<file path="src/rtl/hpi_bus_master.sv">
// HPI PIO sequencer for the CY7C67200: timed single/burst read/write and chip-reset pulse.
// Optional per-direction beat counters are built when HPI_TXN_COUNT_EN is defined.
module hpi_bus_master #(
   parameter int DATA_W     = 16,
   parameter int ADDR_W     = 2,
   parameter int LEN_W      = 4,
   parameter int SETUP_CYC  = 2,
   parameter int STROBE_CYC = 4,
   parameter int HOLD_CYC   = 2,
   parameter int RST_CYC    = 16
) (
   input  logic              clk,
   input  logic              reset,
   input  logic              cmd_valid,
   output logic              cmd_ready,
   input  logic              cmd_write,
   input  logic [ADDR_W-1:0] cmd_addr,
   input  logic [LEN_W-1:0]  cmd_len,
   input  logic              wdata_valid,
   input  logic [DATA_W-1:0] wdata,
   output logic              wdata_ready,
   output logic              rd_valid,
   output logic [DATA_W-1:0] rd_data,
   output logic              busy,
   input  logic              chip_rst_req,
   output logic [ADDR_W-1:0] hpi_addr,
   output logic              hpi_cs_n,
   output logic              hpi_r_n,
   output logic              hpi_w_n,
   output logic              hpi_rst_n,
   output logic [DATA_W-1:0] hpi_dout,
   output logic              hpi_doe,
`ifdef HPI_TXN_COUNT_EN
   input  logic              cnt_clr,
   output logic [15:0]       rd_count,
   output logic [15:0]       wr_count,
`endif
   input  logic [DATA_W-1:0] hpi_din
);
   // state  | meaning
   // IDLE   | waiting for a command or chip-reset request
   // WAITD  | write beat waiting for wdata_valid
   // SETUP  | CS and address valid, strobes high
   // STROBE | R_N or W_N low
   // HOLD   | strobes high, CS low, before next beat or idle
   // RSTP   | hpi_rst_n held low
   typedef enum logic [2:0] {IDLE, WAITD, SETUP, STROBE, HOLD, RSTP} state_t;

   state_t              state, state_nxt;
   logic [15:0]         tmr, tmr_nxt;
   logic [LEN_W-1:0]    beat, beat_nxt, lat_len, lat_len_nxt;
   logic                lat_write, lat_write_nxt;
   logic [ADDR_W-1:0]   lat_addr, lat_addr_nxt, hpi_addr_nxt;
   logic                idle_seen, idle_seen_nxt;
   logic                cs_n_nxt, r_n_nxt, w_n_nxt, rst_n_nxt, doe_nxt, rd_valid_nxt;
   logic [DATA_W-1:0]   dout_nxt, rd_data_nxt, din_q;

   // idle_seen forces one idle cycle with CS high between consecutive bursts
   assign cmd_ready   = (state == IDLE) && idle_seen && !chip_rst_req;
   assign busy        = (state != IDLE);
   assign wdata_ready = (state == WAITD) && wdata_valid;

   always_comb begin
      state_nxt     = state;
      tmr_nxt       = tmr;
      beat_nxt      = beat;
      lat_len_nxt   = lat_len;
      lat_write_nxt = lat_write;
      lat_addr_nxt  = lat_addr;
      hpi_addr_nxt  = hpi_addr;
      cs_n_nxt      = hpi_cs_n;
      r_n_nxt       = hpi_r_n;
      w_n_nxt       = hpi_w_n;
      rst_n_nxt     = hpi_rst_n;
      doe_nxt       = hpi_doe;
      dout_nxt      = hpi_dout;
      rd_data_nxt   = rd_data;
      rd_valid_nxt  = 1'b0;
      case (state)
         IDLE: begin
            if (chip_rst_req) begin
               state_nxt = RSTP;
               rst_n_nxt = 1'b0;
               tmr_nxt   = 16'(RST_CYC - 1);
            end else if (cmd_valid && cmd_ready) begin
               lat_write_nxt = cmd_write;
               lat_addr_nxt  = cmd_addr;
               lat_len_nxt   = cmd_len;
               beat_nxt      = '0;
               if (cmd_write) begin
                  state_nxt = WAITD;
               end else begin
                  state_nxt    = SETUP;
                  cs_n_nxt     = 1'b0;
                  hpi_addr_nxt = cmd_addr;
                  tmr_nxt      = 16'(SETUP_CYC - 1);
               end
            end
         end
         WAITD: begin
            if (wdata_valid) begin
               dout_nxt     = wdata;
               doe_nxt      = 1'b1;
               state_nxt    = SETUP;
               cs_n_nxt     = 1'b0;
               hpi_addr_nxt = lat_addr;
               tmr_nxt      = 16'(SETUP_CYC - 1);
            end
         end
         SETUP: begin
            if (tmr == '0) begin
               state_nxt = STROBE;
               tmr_nxt   = 16'(STROBE_CYC - 1);
               r_n_nxt   = lat_write;
               w_n_nxt   = !lat_write;
            end else begin
               tmr_nxt = tmr - 16'd1;
            end
         end
         STROBE: begin
            if (tmr == '0) begin
               state_nxt = HOLD;
               tmr_nxt   = 16'(HOLD_CYC - 1);
               r_n_nxt   = 1'b1;
               w_n_nxt   = 1'b1;
               if (!lat_write) begin
                  rd_data_nxt  = din_q;
                  rd_valid_nxt = 1'b1;
               end
            end else begin
               tmr_nxt = tmr - 16'd1;
            end
         end
         HOLD: begin
            if (tmr != '0) begin
               tmr_nxt = tmr - 16'd1;
            end else if (beat == lat_len) begin
               // compare before increment so a full 2^LEN_W burst never wraps early
               state_nxt = IDLE;
               cs_n_nxt  = 1'b1;
               doe_nxt   = 1'b0;
            end else begin
               beat_nxt = beat + 1'b1;
               if (lat_write) begin
                  state_nxt = WAITD;
               end else begin
                  state_nxt = SETUP;
                  tmr_nxt   = 16'(SETUP_CYC - 1);
               end
            end
         end
         RSTP: begin
            if (tmr == '0) begin
               state_nxt = IDLE;
               rst_n_nxt = 1'b1;
            end else begin
               tmr_nxt = tmr - 16'd1;
            end
         end
         default: state_nxt = IDLE;
      endcase
      idle_seen_nxt = (state == IDLE) && (state_nxt == IDLE);
   end

   always_ff @(posedge clk) begin
      if (reset) begin
         state     <= IDLE;
         tmr       <= '0;
         beat      <= '0;
         lat_len   <= '0;
         lat_write <= 1'b0;
         lat_addr  <= '0;
         idle_seen <= 1'b0;
         hpi_addr  <= '0;
         hpi_cs_n  <= 1'b1;
         hpi_r_n   <= 1'b1;
         hpi_w_n   <= 1'b1;
         hpi_rst_n <= 1'b1;
         hpi_doe   <= 1'b0;
         hpi_dout  <= '0;
         rd_data   <= '0;
         rd_valid  <= 1'b0;
         din_q     <= '0;
      end else begin
         state     <= state_nxt;
         tmr       <= tmr_nxt;
         beat      <= beat_nxt;
         lat_len   <= lat_len_nxt;
         lat_write <= lat_write_nxt;
         lat_addr  <= lat_addr_nxt;
         idle_seen <= idle_seen_nxt;
         hpi_addr  <= hpi_addr_nxt;
         hpi_cs_n  <= cs_n_nxt;
         hpi_r_n   <= r_n_nxt;
         hpi_w_n   <= w_n_nxt;
         hpi_rst_n <= rst_n_nxt;
         hpi_doe   <= doe_nxt;
         hpi_dout  <= dout_nxt;
         rd_data   <= rd_data_nxt;
         rd_valid  <= rd_valid_nxt;
         din_q     <= hpi_din;
      end
   end

`ifdef HPI_TXN_COUNT_EN
   logic beat_done;
   assign beat_done = (state == STROBE) && (tmr == '0);

   // clear wins over a coincident increment
   always_ff @(posedge clk) begin
      if (reset || cnt_clr) begin
         rd_count <= '0;
         wr_count <= '0;
      end else if (beat_done) begin
         if (lat_write) wr_count <= wr_count + 16'd1;
         else           rd_count <= rd_count + 16'd1;
      end
   end
`endif

endmodule

</file>
<file path="config.mk">
export PLATFORM = sky130hd
export DESIGN_NAME = hpi_bus_master
export DESIGN_NICKNAME = d
export VERILOG_FILES = /design/src/rtl/hpi_bus_master.sv
export SDC_FILE = /design/constraint.sdc
export NUM_CORES = 1
export LEC_CHECK = 0
export ABC_AREA = 1
export CAP_MARGIN = 25
export CELL_PAD_IN_SITES_DETAIL_PLACEMENT = 1
export CELL_PAD_IN_SITES_GLOBAL_PLACEMENT = 1
export CORE_MARGIN = 1
export CORE_UTILIZATION = 36
export CTS_CLUSTER_DIAMETER = 150
export DETAILED_ROUTE_END_ITERATION = 10
export PLACE_DENSITY_LB_ADDON = 0.1
export SLEW_MARGIN = 20
export SYNTH_ARGS = -nofsm -noshare
export SYNTH_HDL_FRONTEND = slang
export SYNTH_SLANG_ARGS = --single-unit
</file>
<file path="constraint.sdc">
create_clock -name clk -period 2.3 [get_ports clk]
set_clock_uncertainty 0.2 [all_clocks]
set_input_delay 0.46 -clock clk [delete_from_list [all_inputs] [get_ports clk]]
set_output_delay 0.46 -clock clk [all_outputs]
set_load 0.01 [all_outputs]
</file>
== After elaboration in Yosys (flattened, before gate mapping) ==
Cells that the tools add are included.

* $add $sub $neg: 2
* $mul: 0
* Divide/modulo/power cells: 0
* Magnitude comparators: 0
* Equality and inequality tests: 22
* Shift-type cells: 0
* Muxes and demuxes: 51
* Bitwise logic cells: 4
* Reduce and logical (&&, ||, !) cells: 30

{| class="wikitable"
|+ Operators by type and width
! cell !! count
|-
| 2-to-1 mux 16 bit || 10
|-
| case mux 16 bit (6 select lines) || 1
|-
| != test 2 bit, second input constant || 11
|-
| 2-to-1 mux 3 bit || 7
|-
| case mux 3 bit (6 select lines) || 1
|-
| zero test 16 bit || 1
|-
| 2-to-1 mux 4 bit || 4
|-
| nonzero test 16 bit || 1
|-
| subtractor 16 x 1 -> 16 bit, second input constant || 1
|-
| 2-to-1 mux 1 bit || 14
|-
| 2-to-1 mux 2 bit || 7
|-
| AND reduction 7 bit || 2
|-
| AND reduction 3 bit || 4
|-
| AND reduction 5 bit || 2
|-
| nonzero test 2 bit || 5
|-
| != test 3 bit, second input constant || 3
|-
| case mux 1 bit (2 select lines) || 4
|-
| case mux 4 bit (2 select lines) || 1
|-
| equality test 3 x 2 -> 1 bit, second input constant || 2
|-
| equality test 3 bit, second input constant || 2
|-
| zero test 3 bit || 2
|-
| nonzero test 3 bit || 2
|-
| nonzero test 6 bit || 1
|-
| logical AND 1 bit || 5
|-
| other kinds (12) || 16
|}

* Register bits after elaboration: 87
* Bits in latches: 0
* Bits in writable memories: 0
* Bits in read-only memories: 0
* Input port bits: 44
* Output and inout port bits: 43
* Memories kept: 0

== Logic depth before layout (Yosys ltp) ==
* Depth in word-level cells: 9
* Depth in mapped cells: 13
* Mapped depth without buffers: 12

== Worst setup path after synthesis ==
Ideal clock, no wire load.

* Path kind: register -> register
* Start point: register tmr[0]
* End point: register rd_data[0]
* Setup time: 0.113 ns
* Arrival time: 1.556 ns
* Required time: 1.987 ns
* Slack: 0.431 ns
* Cell stages (with the launch flop): 11
* Buffers on the path: 1
* Period minus slack after synthesis: 1.869 ns
* Cells stage by stage: dfxtp_1 -> inv_1 -> ha_1 -> nand2_2 -> nor2_2 -> nand2_4 -> nor3_4 -> inv_2 -> buf_6 -> o21ai_1 -> nor2_1

* Word-level cells in the longest chain between the ends: 2

{| class="wikitable"
|+ RTL lines
! item !! RTL line !! RTL
|-
| start, declared || 50 || <nowiki>logic [15:0] tmr, tmr_nxt;</nowiki>
|-
| start signal, assigned || 186 || <nowiki>tmr <= tmr_nxt;</nowiki>
|-
| zero test 16 bit || 121 || <nowiki>if (tmr == '0) begin</nowiki>
|-
| AND reduction 3 bit (no line) || -- ||
|-
| end signal, assigned || 199 || <nowiki>rd_data <= rd_data_nxt;</nowiki>
|-
| end, declared || 23 || <nowiki>output logic [DATA_W-1:0] rd_data,</nowiki>
|}

Every way passes these cells.
A chain may end at the register's enable or synchronous reset.

== Final worst setup path ==
* Start point: input chip_rst_req
* End point: output cmd_ready

* Word-level cells in the longest chain between the ends: 2

{| class="wikitable"
|+ RTL lines
! item !! RTL line !! RTL
|-
| start, declared || 25 || <nowiki>input logic chip_rst_req,</nowiki>
|-
| zero test 1 bit || 59 || <nowiki>assign cmd_ready = (state == IDLE) && idle_seen && !chip_rst_req;</nowiki>
|-
| logical AND 1 bit || 59 ||
|-
| end, declared || 15 || <nowiki>output logic cmd_ready,</nowiki>
|}

Every way passes these cells.

==> flow_metrics.tcl <==
set metrics [dict create \
    vias 3997 \
    leakage_nw 2.42 \
    ir_drop_uv 493 \
    numPortBuffers 86 \
    hpwl_mm 8.44 \
    cts_inserted_buffers 9 \
    power_density_mw_per_mm2 1320 \
    reg2regPathDepth 7 \
    areaGrowthSynthToFinish_pct 34.7 \
    cts_root_buffer "clkbuf_16" \
    fin_setup_tns_ns 0 \
    placed_area_sq_mm 0.00520 \
    grt-busiest-layer "met2" \
    grt-ovfl-total 0 \
    outcome "complete, no violations" \
    cp_cell_sequence "clkdlybuf4s50_1, inv_1, nand3_1, nor2_2, dlygate4sd2_1" \
    hp-class "reg -> reg" \
    relSlewSlack_pct 71.8 \
    cts_setup_buffers 0 \
    cts.sinks 87 \
    dr.pass1.iters 4 \
    maxSlewViolCount 0 \
    switching_share_pct 44.3 \
    whs_path_depth 2 \
    seqPwrFrac_pct 28.4 \
    fmax_ghz 0.456 \
    diodes 0 \
    crit_required_ns 1.64 \
    initial_utilization_pct 37.3 \
    die_height_um 108 \
    ant_nets 0 \
    drc 0 \
    ios 87 \
    worstMarginPinSlew_ns 0.420 \
    grt_pass1_vias 4062 \
    cts_tree "yes" \
    synth_nets 643 \
    crit_path_top_delay_cell "clkdlybuf4s50_1" \
    hold_viol 0 \
    final_area_sq_mm 0.00550 \
    h-tree-depth 3 \
    cp_slowest_stage_delay_ns 0.45 \
    via_per_inst 4.77 \
    syn-cell-area_sq_mm 0.00408 \
    die_x_um 108 \
    rr_startpoint "state[2]" \
    min_to "hpi_cs_n" \
    synth_edf_count 0 \
    hold_buffers 0 \
    min_period_ns 2.19 \
    rrSetupSlack_ns 0.19 \
    clkPwrFrac_pct 19.3 \
    grtUsageMet2_pct 36.2 \
    finish.net_count 743 \
    rsz0062_at_grt "no" \
    clk_latency_ns 0.35 \
    wl_per_cell_um 13.6 \
    cp-end-kind "primary output" \
    syn_inst 593 \
    rows 38 \
    grt_util_all_layers_pct 20.7 \
    period_share_pct 95.4 \
    yosysSeqAreaShare_pct 42.7 \
    synth.avg_cell_area_sq_um 6.88 \
    drt_iter0_markers 121 \
    mostFrequentLayoutCells "135 x nor2_1, 114 x nand2_1, 86 x dfxtp_1, 83 x clkdlybuf4s50_1, 69 x inv_1" \
    timing.rr.end "tmr[3]" \
    clk_pin_slew_worst_paths_ns 0.06 \
    antenna_found_initial 0 \
    clockBufferDepth 2 \
    grt_pass1_wl_mm 18.9 \
    synth-seq-cells 87 \
    p_int_mw 4.03 \
    dieArea_sq_mm 0.0118 \
    core-area_sq_mm 0.0109 \
    global_route.usage.met3_pct 3.32 \
    startpoint_type "input pin" \
    critPathArrivalTime_ns 1.53 \
    final_common_cell "nor2_1" \
    combPwrFrac_pct 52.3 \
    ys_warn_count 0 \
    nFillCells 1427 \
    gp_congestion 0.868 \
    ys.flop_type "dfxtp_1" \
    yosys.cell_types.count 39 \
    drive_gt1_share_pct 10.7 \
    maxCapViolations 0 \
    wirelength_mm 11.4 \
    grt_max_degree 63 \
    crit_type "in -> out" \
    switching_power_mw 3.21 \
    setup_violations 0 \
    grt_use_met1_pct 25.2 \
    critPathMaxFanout 2 \
    holdCritStartpoint "hpi_cs_n" \
    synthArstFlopShare_pct 0 \
]
-- through the flow --
stage,hold WS (ns),total power [mW],util [%],worst slack [ns],instances
floorplan,0.239,4.58,-,0.431,593
CTS,0.271,7.30,50.2,0.0343,838
global placement,0.246,5.73,47.6,-0.130,822
finish,0.268,7.23,50.3,0.105,838
detailed placement,0.258,5.86,47.6,-0.189,822
global route,0.301,7.85,50.3,0.00880,838
-- layer usage --
metal  vias to the layer above  share of wire, %
met5                         -                 0
met4                         0               1.6
met1                      1871                45
met3                        12               3.7
li1                       2044                 -
met2                        70                49
-- worst max-delay path, delay by kind of cell --
kind,cells,cell delay [ns]
buf+inv,3,0.83
simple gates,2,0.24
-- flip-flops by register name, indices dropped and copies added, names as in the netlist --
name / count
tmr: 16
rd_data: 16
rd_valid: 1
hpi_addr: 2
state: 3
hpi_dout: 16
beat: 4
idle_seen: 1
lat_len: 4
lat_addr: 2
hpi_r_n: 1
hpi_w_n: 1
din_q: 16
lat_write: 1
hpi_doe: 1
hpi_cs_n: 1
hpi_rst_n: 1
-- worst max-delay path by stage --
stage / start / to / slack, ns / cells past startpoint
floorplan: tmr[0] / rd_data[0] / 0.43 / 10
global route: tmr[0] / tmr[12] / 0.009 / 12
global placement: chip_rst_req / cmd_ready / -0.13 / 5
finish: chip_rst_req / cmd_ready / 0.11 / 5
detailed placement: chip_rst_req / cmd_ready / -0.19 / 5
CTS: state[1] / busy / 0.03 / 5
-- cell families after synthesis --
kind of cell / Yosys count / share of synthesized area [%]
AOI/OAI and AO/OA: 77 / 9.81
xor gates and xnor gates: 5 / 1.07
adders and majority gates: 6 / 1.84
buffers and inverters: 94 / 9.32
DFF: 87 / 42.7
and+or+nand+nor: 324 / 35.3
-- power groups by stage --
stage | combinational, mW | sequential, mW | clock (mW)
floorplan | 2.50 | 2.08 | 0
finish | 3.79 | 2.05 | 1.39
detailed placement | 3.78 | 2.08 | 0
CTS | 3.82 | 2.05 | 1.43
global route | 4.27 | 2.09 | 1.48
global placement | 3.66 | 2.07 | 0
-- Yosys cell counts, types with 4 or more instances --
master	count	area [sq um]
a21oi_1	21	105
clkbuf_1	9	33.8
dfxtp_1	87	1740
ha_1	6	75.1
inv_1	69	259
inv_2	7	26.3
nand2_1	115	432
nand2_2	4	25.0
nand3_1	29	145
nand4_1	6	37.5
nor2_1	138	518
nor2_2	8	50.1
nor2_4	5	56.3
nor3_1	4	20.0
o21ai_0	43	215
o21ai_1	9	45.0
xor2_1	4	35.0
-- what timing repair did --
| action | 4_1_cts | 5_1_grt |
|---|---|---|
| cloned | 0 | 0 |
| resized for setup | 5 | 4 |
| endpoints found under the setup margin | 3 | 7 |
-- area by class of cell --
cell class	instances	area, sq um	share of cell area, %
multi-input cells	412	1980	35.9
flip-flops and latches	87	1740	31.7
repair buffers	105	1030	18.7
inverters	78	295	5.37
clock buffers	11	243	4.41
well taps	140	175	3.18
clock inverters	5	40.0	0.728
(Power assumes the default switching activity.)
